$ cat config.mk
export PLATFORM = sky130hd
export DESIGN_NAME = mem_lsu
export DESIGN_NICKNAME = d
export VERILOG_FILES = /design/src/rtl/mem_lsu.sv
export SDC_FILE = /design/constraint.sdc
export NUM_CORES = 1
export LEC_CHECK = 0
export BUFFER_PORTS_ARGS = -buffer_cell sky130_fd_sc_hd__buf_2
export CORE_UTILIZATION = 35
export DETAILED_ROUTE_END_ITERATION = 7
export PLACE_DENSITY_LB_ADDON = 0.25
export SYNTH_ARGS = -nofsm -noshare
export SYNTH_HDL_FRONTEND = slang
export SYNTH_SLANG_ARGS = --single-unit
$ cat constraint.sdc
create_clock -name clk -period 5 [get_ports clk]
set_clock_uncertainty 0.15 [all_clocks]
set_input_delay 1.25 -clock clk [delete_from_list [all_inputs] [get_ports clk]]
set_output_delay 1.25 -clock clk [all_outputs]
set_load 0.03 [all_outputs]
$ cat src/rtl/mem_lsu.sv
// MEM-stage load/store unit: passes ALU results through to WB and runs a
// request/acknowledge data-RAM transaction for loads and stores.
module mem_lsu #(
    parameter int ADDR_W     = 32,
    parameter int REG_ADDR_W = 5,
    parameter int MAX_WAIT   = 16
) (
    input  logic                  clk,
    input  logic                  rst,
    input  logic                  valid_i,
    input  logic [REG_ADDR_W-1:0] wd_i,
    input  logic                  wreg_i,
    input  logic [31:0]           wdata_i,
    input  logic                  whilo_i,
    input  logic [31:0]           hi_i,
    input  logic [31:0]           lo_i,
    input  logic [3:0]            mem_op_i,
    input  logic [ADDR_W-1:0]     mem_addr_i,
    input  logic [31:0]           mem_sdata_i,
    output logic                  stall_req_o,
    output logic                  valid_o,
    output logic [REG_ADDR_W-1:0] wd_o,
    output logic                  wreg_o,
    output logic [31:0]           wdata_o,
    output logic                  whilo_o,
    output logic [31:0]           hi_o,
    output logic [31:0]           lo_o,
    output logic                  align_err_o,
    output logic                  bus_err_o,
    output logic                  ram_req_o,
    output logic                  ram_we_o,
    output logic [ADDR_W-1:0]     ram_addr_o,
    output logic [3:0]            ram_sel_o,
    output logic [31:0]           ram_wdata_o,
    input  logic [31:0]           ram_rdata_i,
    input  logic                  ram_ack_i
);

    localparam int CNT_W = $clog2(MAX_WAIT + 1);

    typedef enum logic {IDLE = 1'b0, ACCESS = 1'b1} state_e;

    localparam logic [3:0] OP_LB  = 4'd1;
    localparam logic [3:0] OP_LBU = 4'd2;
    localparam logic [3:0] OP_LH  = 4'd3;
    localparam logic [3:0] OP_LHU = 4'd4;
    localparam logic [3:0] OP_LW  = 4'd5;
    localparam logic [3:0] OP_SB  = 4'd6;
    localparam logic [3:0] OP_SH  = 4'd7;
    localparam logic [3:0] OP_SW  = 4'd8;

    state_e                state_q, state_d;
    logic [CNT_W-1:0]      cnt_q, cnt_d;
    logic [3:0]            op_q, op_d;
    logic [1:0]            off_q, off_d;
    logic                  valid_q, valid_d;
    logic [REG_ADDR_W-1:0] wd_q, wd_d;
    logic                  wreg_q, wreg_d;
    logic [31:0]           wdata_q, wdata_d;
    logic                  whilo_q, whilo_d;
    logic [31:0]           hi_q, hi_d;
    logic [31:0]           lo_q, lo_d;
    logic                  align_q, align_d;
    logic                  bus_q, bus_d;
    logic                  ram_req_q, ram_req_d;
    logic                  ram_we_q, ram_we_d;
    logic [ADDR_W-1:0]     ram_addr_q, ram_addr_d;
    logic [3:0]            ram_sel_q, ram_sel_d;
    logic [31:0]           ram_wdata_q, ram_wdata_d;

    logic is_load, is_store, is_mem, misaligned, accept_mem, timeout;
    logic [7:0]  load_byte;
    logic [15:0] load_half;

    assign is_load    = (mem_op_i >= OP_LB) && (mem_op_i <= OP_LW);
    assign is_store   = (mem_op_i >= OP_SB) && (mem_op_i <= OP_SW);
    assign is_mem     = is_load || is_store;
    assign misaligned = (((mem_op_i == OP_LH) || (mem_op_i == OP_LHU) || (mem_op_i == OP_SH))
                         && mem_addr_i[0])
                     || (((mem_op_i == OP_LW) || (mem_op_i == OP_SW))
                         && (mem_addr_i[1:0] != 2'b00));
    assign accept_mem = (state_q == IDLE) && valid_i && is_mem && !misaligned;
    // Ack wins over timeout when both land in the final allowed cycle.
    assign timeout    = (state_q == ACCESS) && !ram_ack_i && (cnt_q == CNT_W'(MAX_WAIT));

    assign load_byte = ram_rdata_i[{off_q, 3'b000} +: 8];
    assign load_half = ram_rdata_i[{off_q[1], 4'b0000} +: 16];

    // NOTE: sequential state uses non-blocking assignments only; every flop,
    // datapath holding registers included, is cleared by the async reset.
    always_ff @(posedge clk or negedge rst) begin
        if (!rst) begin
            state_q     <= IDLE;
            cnt_q       <= '0;
            op_q        <= '0;
            off_q       <= '0;
            valid_q     <= 1'b0;
            wd_q        <= '0;
            wreg_q      <= 1'b0;
            wdata_q     <= '0;
            whilo_q     <= 1'b0;
            hi_q        <= '0;
            lo_q        <= '0;
            align_q     <= 1'b0;
            bus_q       <= 1'b0;
            ram_req_q   <= 1'b0;
            ram_we_q    <= 1'b0;
            ram_addr_q  <= '0;
            ram_sel_q   <= '0;
            ram_wdata_q <= '0;
        end else begin
            state_q     <= state_d;
            cnt_q       <= cnt_d;
            op_q        <= op_d;
            off_q       <= off_d;
            valid_q     <= valid_d;
            wd_q        <= wd_d;
            wreg_q      <= wreg_d;
            wdata_q     <= wdata_d;
            whilo_q     <= whilo_d;
            hi_q        <= hi_d;
            lo_q        <= lo_d;
            align_q     <= align_d;
            bus_q       <= bus_d;
            ram_req_q   <= ram_req_d;
            ram_we_q    <= ram_we_d;
            ram_addr_q  <= ram_addr_d;
            ram_sel_q   <= ram_sel_d;
            ram_wdata_q <= ram_wdata_d;
        end
    end

    // NOTE: every signal written in a combinational block gets a default
    // first, so no path can leave it unassigned and infer a latch.
    always_comb begin
        state_d = state_q;
        cnt_d   = cnt_q;
        unique case (state_q)
            IDLE: begin
                if (accept_mem) begin
                    state_d = ACCESS;
                    cnt_d   = CNT_W'(1);
                end
            end
            ACCESS: begin
                if (ram_ack_i || timeout) begin
                    state_d = IDLE;
                    cnt_d   = '0;
                end else begin
                    cnt_d = cnt_q + CNT_W'(1);
                end
            end
            default: state_d = IDLE;
        endcase
    end

    always_comb begin
        stall_req_o = accept_mem || ((state_q == ACCESS) && !ram_ack_i && !timeout);
        op_d        = op_q;
        off_d       = off_q;
        valid_d     = 1'b0;
        wd_d        = '0;
        wreg_d      = 1'b0;
        wdata_d     = '0;
        whilo_d     = 1'b0;
        hi_d        = '0;
        lo_d        = '0;
        align_d     = 1'b0;
        bus_d       = 1'b0;
        ram_req_d   = 1'b0;
        ram_we_d    = 1'b0;
        ram_addr_d  = '0;
        ram_sel_d   = '0;
        ram_wdata_d = '0;
        unique case (state_q)
            IDLE: begin
                if (valid_i && !is_mem) begin
                    valid_d = 1'b1;
                    wd_d    = wd_i;
                    wreg_d  = wreg_i;
                    wdata_d = wdata_i;
                    whilo_d = whilo_i;
                    hi_d    = hi_i;
                    lo_d    = lo_i;
                end else if (valid_i && misaligned) begin
                    valid_d = 1'b1;
                    wd_d    = wd_i;
                    wdata_d = wdata_i;
                    align_d = 1'b1;
                end else if (accept_mem) begin
                    op_d       = mem_op_i;
                    off_d      = mem_addr_i[1:0];
                    ram_req_d  = 1'b1;
                    ram_we_d   = is_store;
                    ram_addr_d = {mem_addr_i[ADDR_W-1:2], 2'b00};
                    unique case (mem_op_i)
                        OP_SB: begin
                            ram_sel_d   = 4'b0001 << mem_addr_i[1:0];
                            ram_wdata_d = {4{mem_sdata_i[7:0]}};
                        end
                        OP_SH: begin
                            ram_sel_d   = mem_addr_i[1] ? 4'b1100 : 4'b0011;
                            ram_wdata_d = {2{mem_sdata_i[15:0]}};
                        end
                        OP_SW: begin
                            ram_sel_d   = 4'b1111;
                            ram_wdata_d = mem_sdata_i;
                        end
                        default: ram_sel_d = 4'b1111;
                    endcase
                end
            end
            ACCESS: begin
                if (ram_ack_i) begin
                    valid_d = 1'b1;
                    wd_d    = wd_i;
                    wreg_d  = wreg_i;
                    whilo_d = whilo_i;
                    hi_d    = hi_i;
                    lo_d    = lo_i;
                    unique case (op_q)
                        OP_LB:   wdata_d = {{24{load_byte[7]}}, load_byte};
                        OP_LBU:  wdata_d = {24'b0, load_byte};
                        OP_LH:   wdata_d = {{16{load_half[15]}}, load_half};
                        OP_LHU:  wdata_d = {16'b0, load_half};
                        OP_LW:   wdata_d = ram_rdata_i;
                        default: wdata_d = wdata_i;
                    endcase
                end else if (timeout) begin
                    valid_d = 1'b1;
                    wd_d    = wd_i;
                    bus_d   = 1'b1;
                end else begin
                    ram_req_d   = ram_req_q;
                    ram_we_d    = ram_we_q;
                    ram_addr_d  = ram_addr_q;
                    ram_sel_d   = ram_sel_q;
                    ram_wdata_d = ram_wdata_q;
                end
            end
            default: ;
        endcase
    end

    assign valid_o     = valid_q;
    assign wd_o        = wd_q;
    assign wreg_o      = wreg_q;
    assign wdata_o     = wdata_q;
    assign whilo_o     = whilo_q;
    assign hi_o        = hi_q;
    assign lo_o        = lo_q;
    assign align_err_o = align_q;
    assign bus_err_o   = bus_q;
    assign ram_req_o   = ram_req_q;
    assign ram_we_o    = ram_we_q;
    assign ram_addr_o  = ram_addr_q;
    assign ram_sel_o   = ram_sel_q;
    assign ram_wdata_o = ram_wdata_q;

endmodule
; ---- Word-level counts from Yosys, hierarchy flattened
; Cells that the tools add are included.
[op_classes]
n_lt_le_gt_ge = 4
eq_ne = 14
bitwise = 3
add_sub_neg = 1
reduce_logical = 25
n_shift = 3
n_mux = 65
[op_table]
columns = operator, n
row1 = $mux W32, 15
row2 = $pmux W32 S2, 5
row3 = $pmux W32 S5, 1
row4 = $pmux W32 S3, 1
row5 = $shiftx A32 B6 Y16, 1
row6 = $shiftx A32 B6 Y8, 1
row7 = $mux W5, 6
row8 = $eq A4 B3 Y1 const B, 6
row9 = $mux W4, 6
row10 = $mux W1, 21
row11 = $pmux W5 S2, 2
row12 = $pmux W4 S2, 2
row13 = $eq A4 B2 Y1 const B, 3
row14 = $logic_and A1 B1 Y1, 12
row15 = $pmux W1 S2, 6
row16 = $logic_or A1 B1 Y1, 7
row17 = $add A5 B1 Y5 const B, 1
row18 = $eq A5 B5 Y1 const B, 1
row19 = $eq A4 B1 Y1 const B, 1
row20 = $eq A4 B4 Y1 const B, 1
row21 = $ge A4 B1 Y1 const B, 1
row22 = $ge A4 B3 Y1 const B, 1
row23 = $le A4 B3 Y1 const B, 1
row24 = $le A4 B4 Y1 const B, 1
row25 = 7 further kinds, 12
[word_totals]
inputBits = 207
wordCells = 133
ff_bits = 188

; ---- Longest topological paths before layout
[logic_depth]
word_depth = 11
depth_mapped = 9
depth_no_buf = 7

; ---- Worst setup path before layout
; Ideal clock, no wire load.
[synth_timing]
kind = input -> output
startpoint = input mem_op_i[2]
endpoint = output stall_req_o
setup_slack_ns = 0.834
path_buffers = 3
arrival_time_ns = 2.766
path_stages = 7
path_cell_list = buf_2 > or4b_4 > a21oi_4 > or3_1 > buf_6 > buf_6 > nand2b_1
[synth_between]
elab_chain_cells = 8
[synth_lines]
columns = element, line
row1 = "start, declared", 17  ; input logic [3:0] mem_op_i,
row2 = "parallel branches: the longest is 6 deep, another holds $ge A4 B1 Y1", --
row3 = $logic_and A1 B1 Y1 *, 82  ; assign accept_mem = (state_q == IDLE) && valid_i && is_mem && !misaligned;
row4 = $logic_or A1 B1 Y1 *, 158  ; stall_req_o = accept_mem || ((state_q == ACCESS) && !ram_ack_i && !timeout);
row5 = "end, declared", 20  ; output logic stall_req_o,
; Mark *: on every way between the ends.

; ---- Worst setup path after layout
[layout_timing]
startpoint = input mem_op_i[0]
endpoint = output stall_req_o
; The elaborated chain is that of the path after synthesis.

==> results by group <==
Final layout
  – Fill cells: approximately 2.2k
  – Synth-to-layout area growth: 33.9%
  – Sequential cell area: between 4000 and 5000 um^2
  – Share of layout cells above drive strength 1: 0.406
  – Final Instance Count excl. Fillers: between 1k and 1.5k
  – Final net count: around 1.3k
  – Multi-input combinational cell area: ~3100 um^2
  – Final instance area: 10800 um^2

Place
  – Port bufs: about 380
  – Cell Area, Placed: approximately 10000 um^2
  – Post-DP HPWL: between 15 and 20 mm
  – Routability cong.: roughly 0.83
  – Pre-CTS WS: around 0.84 ns
  – Placed Cells: 1338

Global routing
  – Total Routing Usage GR: 0.205
  – Global routing usage on met3: 0.0550
  – Largest net degree at the start of global routing: about 110
  – Met2 usage: 0.333
  – GRT overflow: 0
  – First-pass GRT wire length: around 38 mm
  – Global routing's busiest layer: met2
  – Met1 Resource Use GR: 0.268
  – Vias in the first global route: roughly 6.8k
  – Initial antenna violation count: 5

Power and ir drop
  – Combinational share of power: 0.253
  – P_sw: between 1 and 1.5 mW
  – PwrDens: 390 nW/um^2
  – Worst vdd ir: 205 uV
  – Internal Power: around 2.7 mW
  – Register share of total power: 0.421
  – Switching part of the total: 0.347
  – Clock share of power: 0.326
  – LEAKAGE: 5.79 nW

Detailed routing
  – Routed wire per std cell: around 18 um
  – Routed Antenna Nets: 0
  – 1st-pass router iterations: 7
  – DR iter-0 viols: 473
  – DRC Markers: 0
  – Vias: ~7k
  – Wirelength, routed: between 20 and 25 mm
  – Vias per cell: approximately 5.0

Clocking
  – Clock sink count: about 190
  – Clk buf depth: 2
  – CTS tree: yes
  – Num CTS Buffers: 17
  – H-tree depth: 4
  – Worst skew pair latency: 0.42 ns
  – Post-cts resize count: 0
  – CTS root buf: clkbuf_16
  – Clock transition at the registers of the reported paths: around 0.070 ns
  – Post-CTS Setup Bufs: 0
  – CTS hold repair buffers: 0

STA
  – Final Hold Vio Count: 0
  – Period utilization: 0.831
  – Worst setup margin: between 0.8 and 0.9 ns
  – RSZ-0062 raised after global routing: no
  – Period minus WS final: about 4.2 ns
  – Setup_tns: 0 ns
  – Slew Viols, Final: 0
  – Slew @ Worst Pin: approximately 1.1 ns
  – Slew margin rel.: 0.264
  – Setup violators final: 0
  – Achievable Freq: ~240 MHz
  – Min Hold Slack: 0.334 ns

Critical path
  – Critical Path AT: ~2.8 ns
  – Setup crit end kind: output pin
  – Crit path max fanout: 9
  – CP startpoint kind: input pin
  – Critical Path RT: 3.60 ns
  – Setup CP Type: input pin to output pin

Floorplan
  – Chip Width: approximately 150 um
  – FP Rows: between 50 and 60
  – Starting Density: 0.357
  – Chip Height: around 150 um
  – Die area: around 24000 um^2
  – Area of the core: 22600 um^2
  – # IOs: 384

Synthesis
  – Library cells used by synthesis: 60
  – YS warnings: 0
  – Flip-flop and latch count after synthesis: 186
  – Share of the yosys chip area belonging to registers: 0.578
  – Syn_area_per_cell: about 11 um^2
  – Top cell type's share of synthesized area: 0.578
  – Mapped Cells: 712
  – Main area contributors after synthesis: dfrtp_1, a22o_1, and2_1
  – Syn Std Cell Area: roughly 8000 um^2
  – Number of flops mapped to enable cells by yosys: 0
  – FFs w/ async S/R, synth: 1.00
  – Synth Flop Type: dfrtp_1
  – Post-synth top area cell: dfrtp_1

Run
  – Max Cap Viol: 0

Status
  – Status: complete, no violations

Hold path
  – Hold Crit Class: flop to flop
-- state kept, by name, summed over array words and instances, names as in the netlist, 2 cells and up --
signal and flops:
ram_sel_o 4, wdata_o 32, wd_o 5, hi_o 32, cnt_q 5, op_q 4, ram_addr_o 30, lo_o 32
off_q 2, ram_wdata_o 32
-- path summary, 6_finish.rpt --
path / from / to / slack (ns) / cells after the start
worst min-delay path: ram_wdata_o[31] / ram_wdata_o[31] / 0.33 / 2
max in group asynchronous: rst / ram_addr_o[2] / 2.96 / 2
worst max register to register: off_q[1] / wdata_o[14] / 2.19 / 5
min in group asynchronous: rst / ram_wdata_o[29] / 0.79 / 1
worst max-delay path: mem_op_i[0] / stall_req_o / 0.85 / 7
worst min register to register: ram_wdata_o[31] / ram_wdata_o[31] / 0.33 / 2
-- cells by family (layout without fill, tap and decap cells) --
| group | after synthesis | count (layout) | share of synthesized area |
|---|---|---|---|
| compound gates | 218 | 218 | 0.192 |
| xor+xnor | 2 | 2 | 0.00218 |
| fa+ha+maj | 3 | 3 | 0.00435 |
| buf+inv | 58 | 430 | 0.0345 |
| flops | 186 | 186 | 0.578 |
| mux | 32 | 32 | 0.0410 |
| other cells | 1 | 5 | 0.000466 |
| simple gates | 212 | 212 | 0.147 |
-- final cells by class --
cell class              count  area share
multi-input cells         469       0.292
diodes                      3    0.000696
flip-flops and latches    186       0.432
inverters                   5     0.00174
clock inverters            14      0.0143
repair buffers            393       0.186
clock buffers              18      0.0407
well taps                 285      0.0331
-- cells in the mapped netlist, drive strengths merged, types with 5 or more instances --
cell type	number
buf	24
a21oi	51
nor2	22
mux2	8
o22a	16
dfrtp	186
mux2i	24
nor2b	5
a31oi	9
nor3b	6
a22o	64
a22oi	9
clkbuf	29
inv	5
a32oi	6
o21ai	37
nand2b	11
nor3	8
nand2	60
and2	81
o221ai	7
-- metal layers --
layer  vias up  routed length [um]
met4         2                 350
met1      3340               10500
met5         -                  10
met3        24                1570
li1       3264                   -
met2       272               11800
-- power groups by stage --
| stage | combinational (mW) | clock, mW | sequential, mW |
|---|---|---|---|
| after floorplan | 0.514 | 0 | 1.98 |
| after global placement | 1.07 | 0 | 1.80 |
| after detailed placement | 1.07 | 0 | 1.80 |
| after CTS | 1.08 | 1.42 | 1.77 |
| after global routing | 1.15 | 1.47 | 1.79 |
| final | 1.07 | 1.37 | 1.77 |
-- critical path, stage by stage --
cell,delay [ns]
buf_2,0.22
nor3_2,0.08
xnor2_1,0.30
nand2b_1,0.23
or3_1,0.38
nand2b_1,0.08
buf_2,0.21
-- through the flow --
stage | power, mW | util
6_report | 4.21 | 0.478
4_1_cts | 4.26 | 0.477
2_1_floorplan | 2.49 | -
5_1_grt | 4.42 | 0.478
3_5_place_dp | 2.87 | 0.451
3_3_place_gp | 2.86 | 0.451
-- placed cells by master (no fill, tap or decap), types with 9 or more instances in the layout --
cell type / synthesis / routed
buf_2: 15 / 380
dfrtp_1: 186 / 186
and2_1: 81 / 81
a22o_1: 64 / 64
nand2_1: 60 / 60
a21oi_1: 50 / 50
mux2i_1: 24 / 24
nor2_1: 22 / 22
o21ai_0: 19 / 18
o21ai_1: 18 / 18
clkbuf_16: 0 / 17
o22a_1: 16 / 16
buf_4: 4 / 12
nand2b_1: 11 / 11
a22oi_1: 9 / 9
a31oi_1: 9 / 9
(Power assumes the default switching activity.)
